File: src/rtl/egg_timer_datapath.sv
// Egg-timer countdown datapath: preset load, 1 Hz BCD countdown, expiry flag and display blink.
// Optional macro TIMER_PAUSE_EN adds a pause input that freezes the countdown while in TIMER.
module egg_timer_datapath #(
  parameter int CLK_HZ    = 50000000,
  parameter int BLINK_DIV = 12500000
) (
  input  logic       clk,
  input  logic       rst,
  input  logic [3:0] state,
  input  logic [7:0] sw,
`ifdef TIMER_PAUSE_EN
  input  logic       pause,
`endif
  output logic [3:0] min_tens,
  output logic [3:0] min_ones,
  output logic [3:0] sec_tens,
  output logic [3:0] sec_ones,
  output logic       blank,
  output logic       expired
);

  localparam int PW = $clog2(CLK_HZ);
  localparam int BW = (BLINK_DIV > 1) ? $clog2(BLINK_DIV) : 1;
  localparam logic [PW-1:0] PRESC_LAST = PW'(CLK_HZ - 1);
  localparam logic [BW-1:0] BLINK_LAST = BW'(BLINK_DIV - 1);

  localparam logic [3:0] ST_SET_SEC     = 4'd0;
  localparam logic [3:0] ST_SET_MIN     = 4'd1;
  localparam logic [3:0] ST_TIMER       = 4'd2;
  localparam logic [3:0] ST_READY       = 4'd3;
  localparam logic [3:0] ST_FLASH_ON    = 4'd5;
  localparam logic [3:0] ST_FLASH_OFF   = 4'd6;
  localparam logic [3:0] ST_SETTING_MIN = 4'd7;

  logic [3:0]    min_tens_q, min_ones_q, sec_tens_q, sec_ones_q;
  logic [3:0]    min_tens_d, min_ones_d, sec_tens_d, sec_ones_d;
  logic [PW-1:0] presc_q, presc_d;
  logic [BW-1:0] blink_q, blink_d;
  logic          blank_q, blank_d;
  logic          expired_q, expired_d;
  logic          pause_s;
  logic          zero_s;

  function automatic logic [7:0] clamp_sec(input logic [7:0] v);
    logic [3:0] t;
    logic [3:0] o;
    t = (v[7:4] > 4'd5) ? 4'd5 : v[7:4];
    o = (v[3:0] > 4'd9) ? 4'd9 : v[3:0];
    return {t, o};
  endfunction

  function automatic logic [7:0] clamp_min(input logic [7:0] v);
    logic [3:0] t;
    logic [3:0] o;
    t = (v[7:4] > 4'd9) ? 4'd9 : v[7:4];
    o = (v[3:0] > 4'd9) ? 4'd9 : v[3:0];
    return {t, o};
  endfunction

`ifdef TIMER_PAUSE_EN
  assign pause_s = pause;
`else
  assign pause_s = 1'b0;
`endif

  assign zero_s = (min_tens_q == 4'd0) && (min_ones_q == 4'd0) &&
                  (sec_tens_q == 4'd0) && (sec_ones_q == 4'd0);

  // Next-state decode: the controller state alone selects the action each cycle.
  always_comb begin
    min_tens_d = min_tens_q;
    min_ones_d = min_ones_q;
    sec_tens_d = sec_tens_q;
    sec_ones_d = sec_ones_q;
    presc_d    = presc_q;
    blink_d    = {BW{1'b0}};
    blank_d    = 1'b0;
    expired_d  = expired_q;
    case (state)
      ST_SET_SEC:     {sec_tens_d, sec_ones_d} = clamp_sec(sw);
      ST_SET_MIN:     {min_tens_d, min_ones_d} = clamp_min(sw);
      ST_SETTING_MIN: begin
      end
      ST_READY:       presc_d = {PW{1'b0}};
      ST_TIMER: begin
        if (pause_s) begin
          presc_d = presc_q;
        end else if (presc_q != PRESC_LAST) begin
          presc_d = presc_q + {{(PW-1){1'b0}}, 1'b1};
        end else begin
          presc_d = {PW{1'b0}};
          if (zero_s) begin
            expired_d = 1'b1;
          end else if (sec_ones_q != 4'd0) begin
            sec_ones_d = sec_ones_q - 4'd1;
          end else begin
            // Borrow ripples upward; a nonzero value guarantees it stops before underflow.
            sec_ones_d = 4'd9;
            if (sec_tens_q != 4'd0) begin
              sec_tens_d = sec_tens_q - 4'd1;
            end else begin
              sec_tens_d = 4'd5;
              if (min_ones_q != 4'd0) begin
                min_ones_d = min_ones_q - 4'd1;
              end else begin
                min_ones_d = 4'd9;
                min_tens_d = min_tens_q - 4'd1;
              end
            end
          end
        end
      end
      ST_FLASH_ON: begin
        if (blink_q == BLINK_LAST) begin
          blink_d = {BW{1'b0}};
          blank_d = ~blank_q;
        end else begin
          blink_d = blink_q + {{(BW-1){1'b0}}, 1'b1};
          blank_d = blank_q;
        end
      end
      ST_FLASH_OFF:   blank_d = 1'b1;
      default: begin
        min_tens_d = 4'd0;
        min_ones_d = 4'd0;
        sec_tens_d = 4'd0;
        sec_ones_d = 4'd0;
        presc_d    = {PW{1'b0}};
        expired_d  = 1'b0;
      end
    endcase
  end

  // State registers with asynchronous reset.
  always_ff @(posedge clk or posedge rst) begin
    if (rst) begin
      min_tens_q <= 4'd0;
      min_ones_q <= 4'd0;
      sec_tens_q <= 4'd0;
      sec_ones_q <= 4'd0;
      presc_q    <= {PW{1'b0}};
      blink_q    <= {BW{1'b0}};
      blank_q    <= 1'b0;
      expired_q  <= 1'b0;
    end else begin
      min_tens_q <= min_tens_d;
      min_ones_q <= min_ones_d;
      sec_tens_q <= sec_tens_d;
      sec_ones_q <= sec_ones_d;
      presc_q    <= presc_d;
      blink_q    <= blink_d;
      blank_q    <= blank_d;
      expired_q  <= expired_d;
    end
  end

  assign min_tens = min_tens_q;
  assign min_ones = min_ones_q;
  assign sec_tens = sec_tens_q;
  assign sec_ones = sec_ones_q;
  assign blank    = blank_q;
  assign expired  = expired_q;

endmodule

File: config.mk
export PLATFORM = sky130hd
export DESIGN_NAME = egg_timer_datapath
export DESIGN_NICKNAME = d
export VERILOG_FILES = /design/src/rtl/egg_timer_datapath.sv
export SDC_FILE = /design/constraint.sdc
export NUM_CORES = 1
export LEC_CHECK = 0
export CORE_UTILIZATION = 50
export DETAILED_ROUTE_END_ITERATION = 8
export PLACE_DENSITY = 0.79
export SLEW_MARGIN = 20
export SYNTH_ARGS = -nofsm -noshare
export SYNTH_HDL_FRONTEND = slang
export SYNTH_SLANG_ARGS = --single-unit
export TNS_END_PERCENT = 10
File: constraint.sdc
create_clock -name clk -period 2.9 [get_ports clk]
set_input_delay 0.58 -clock clk [delete_from_list [all_inputs] [get_ports clk]]
set_output_delay 0.58 -clock clk [all_outputs]
set_load 0.005 [all_outputs]
==> metrics, run 1 <==
Primary FF master, synth dfrtp_1; Synth area leader dfrtp_1; GR peak layer met2; Inserted Clock Buffers 9; grt met2 use 0.391; Worst-Margin Slew 0.734 ns; Final #Nets 494; fmax 370 MHz; Via density 5.82; hold buffers post-CTS 0; Mapped Area 3880 sq um; CP arrival 2.99 ns; DR vias 3370; Slew Viols, Final 0; diodes inserted 0; HP Class reg -> reg; main combinational cell family by area after synthesis simple AND/OR/NAND/NOR gates; multiplexer share of the synthesized area 0.0193; most frequent cells in the layout 72 x nor2_1, 68 x dfrtp_1, 31 x clkdlybuf4s50_1; Synth area leaders dfrtp_1 44%, nor2_1 7.0%, xnor2_1 6.3%; async set-reset flop share out of synthesis 1.00; P_leak 1.83 nW; GRT Util Overall 0.234; Worst EP required 3.18 ns; Port Buf Inserts 31; Post-Synth Simple-Gate Area 0.277; commonest non-fill, non-tap cell in the layout nor2_1; die height 90.1 microns; Layout Cells excl Fill 579; Crit Path Max Fanout 6; worst r2r path cells 5; placed cells 563; grt met1 use 0.300; crit-path cells or4b_1 -> or4_4 -> or3_1 -> or4_4 -> o211ai_2; final worst-path cycle share 0.932; CTS max path bufs 2; status complete, no violations; number of synthesis warnings 0; XOR/XNOR share of the synthesized area 0.106; die area 8120 sq um; layout cells sized above 1 0.102; GRT overflow 0; Area growth syn-to-layout 20.5%; pin count of the biggest net entering global routing 39; worst hold slack 0.504 ns; WL/cell 15.6 microns; core box area 7370 sq um; Mapped Avg Cell Area 8.99 sq um; area share of the leading cell type in the synthesized netlist 0.438; H-tree levels 3; Synth Area in Compound Gates 0.105; Initial Util 0.527; Synth cell types 54; clock skew 0.00970 ns; Mapped Cells 432; CTS tree done; antenna violations before repair 0; Hold Path Stages 1; postcts setup bufs 0; DRT Wirelength 9.05 mm; Rel. slew slack 0.506; number of synthesized register bits 68; maxcap violations 0; Final setup viols 0; slowest CP cell or4_4; Setup crit end kind flop; Worst-Skew Late Latency 0.36 ns; Adder-Cell Fraction of Synth Area 0.0161; DR pass1 iterations 4; boundary pin count 32; die width 90.1 microns; Antenna Nets Post-Route 0; PD cells 490 nW/um^2; Synth Net Count 451; HPWL Detailed 6.36 mm; met3 GRT Util 0.0499; Clk pin slew, worst setup/hold paths 0.08 ns; RSZ-0062 raised after global routing false; Hold Violations, Final 0; Reg2Reg Setup Slack 0.20 ns; IR drop worst, VDD 0.402 mV; Worst setup SP type flop; DRC Markers 0; CTS Root Cell clkbuf_8; fill count 607; Worst Setup Path Type reg -> reg; first-pass GRT wire length 15.2 mm; vias in the first global route 3168; GPL Wtd Cong 0.919; post_cts resized 0; TNS Setup 0 ns; Seq/Total Area, Yosys 0.438; Sink Count 68; number of flops mapped to enable cells by yosys 0; Largest stage delay, worst path 0.57 ns; crit-path most repeated cell or4_4; First DRT Iteration DRCs 175; Rows 31; post-route minimum period 2.70 ns
-- cell type report --
cell class	count	area, sq um	area share
clock buffer	10	128	0.0273
clock inverter	6	136	0.0291
inverter	22	82.6	0.0176
multi-input combinational	325	2040	0.435
sequential	68	1700	0.364
tap	99	124	0.0265
timing repair buffer	49	470	0.101
-- metrics by stage --
| step | worst slack (ns) | area [sq um] | power, mW | util |
|---|---|---|---|---|
| after floorplan | 0.324 | 3880 | 1.14 | - |
| after global placement | 0.257 | 4420 | 1.26 | 0.599 |
| after detailed placement | 0.215 | 4420 | 1.26 | 0.599 |
| after CTS | 0.201 | 4680 | 2.30 | 0.635 |
| after global routing | 0.117 | 4680 | 2.37 | 0.635 |
| final | 0.196 | 4680 | 2.29 | 0.635 |
-- synth_stat cells, drive strengths merged, types with 2 or more instances --
cell,number
buf,3
or4,4
nand3,20
o311ai,2
nor2b,3
mux2i,3
o211ai,2
a2bb2oi,3
nand2,29
nor4b,3
dfrtp,68
o32a,4
xor2,19
nor4,11
nand4,12
and4,2
nor2,72
nor4bb,3
nand2b,3
nor3b,4
and2,3
nand3b,4
o21ai,12
a21oi,12
or3b,2
xnor2,28
a221oi,2
clkbuf,14
ha,5
or3,5
inv,22
a211oi,3
o22ai,3
or4bb,2
o31ai,3
and3,8
nor3,17
mux2,4
-- cells by family (layout without fill, tap and decap cells) --
logic type	Yosys count	after routing
flip-flops	68	68
adder cells (fa/ha/maj)	5	5
multiplexers	7	7
AND/OR/NAND/NOR	209	209
buffers and inverters	39	87
AO/OA/AOI/OAI	57	57
XOR/XNOR	47	47
-- state kept, by name, summed over array words and instances, names as in the netlist --
register and cells:
presc_q 26, blink_q 24, expired 1, sec_tens 4, sec_ones 4, blank 1, min_ones 4, min_tens 4
-- report_power, final --
group          leakage [nW]  switching [mW]  internal, mW
clock                 0.127           0.384         0.660
sequential            0.942          0.0254         0.965
combinational         0.756           0.131         0.125
-- worst paths after layout --
check,end,start
setup / recovery,min_ones[2],presc_q[8]
hold / removal,blink_q[0],blink_q[0]
setup reg to reg,min_ones[2],presc_q[8]
hold reg to reg,blink_q[0],blink_q[0]
max in group asynchronous,presc_q[25],rst
min in group asynchronous,blink_q[2],rst
-- metal layers --
layer / up-vias / share of wire
li1: 1613 / -
met1: 1664 / 0.45
met2: 76 / 0.49
met3: 17 / 0.045
met4: 0 / 0.013
met5: - / 0
-- critical path: cells and delay by family (launching register included) --
| kind | cells | cell delay (ns) |
|---|---|---|
| AOI/OAI and AO/OA | 1 | 0.07 |
| and+or+nand+nor | 4 | 2.13 |
| DFF | 1 | 0.43 |
Note: power is estimated with default switching activity, not from simulation.
==> inputs of run 2 (changes only) <==
--- a/config.mk
+++ b/config.mk
@@ -6,6 +6,7 @@
 export NUM_CORES = 1
 export LEC_CHECK = 0
 export CORE_UTILIZATION = 50
+export CTS_CLUSTER_DIAMETER = 80
 export DETAILED_ROUTE_END_ITERATION = 8
 export PLACE_DENSITY = 0.79
 export SLEW_MARGIN = 20
==> results of run 2 <==
No change in the layout: final DEF, timing and power equal those of run 1.
==> inputs of run 3 (changes only) <==
--- a/config.mk
+++ b/config.mk
@@ -5,6 +5,7 @@
 export SDC_FILE = /design/constraint.sdc
 export NUM_CORES = 1
 export LEC_CHECK = 0
+export ABC_CLOCK_PERIOD_IN_PS = 2900
 export CORE_UTILIZATION = 50
 export CTS_CLUSTER_DIAMETER = 80
 export DETAILED_ROUTE_END_ITERATION = 8
==> results of run 3 <==
No change in the layout: final DEF, timing and power equal those of run 1.
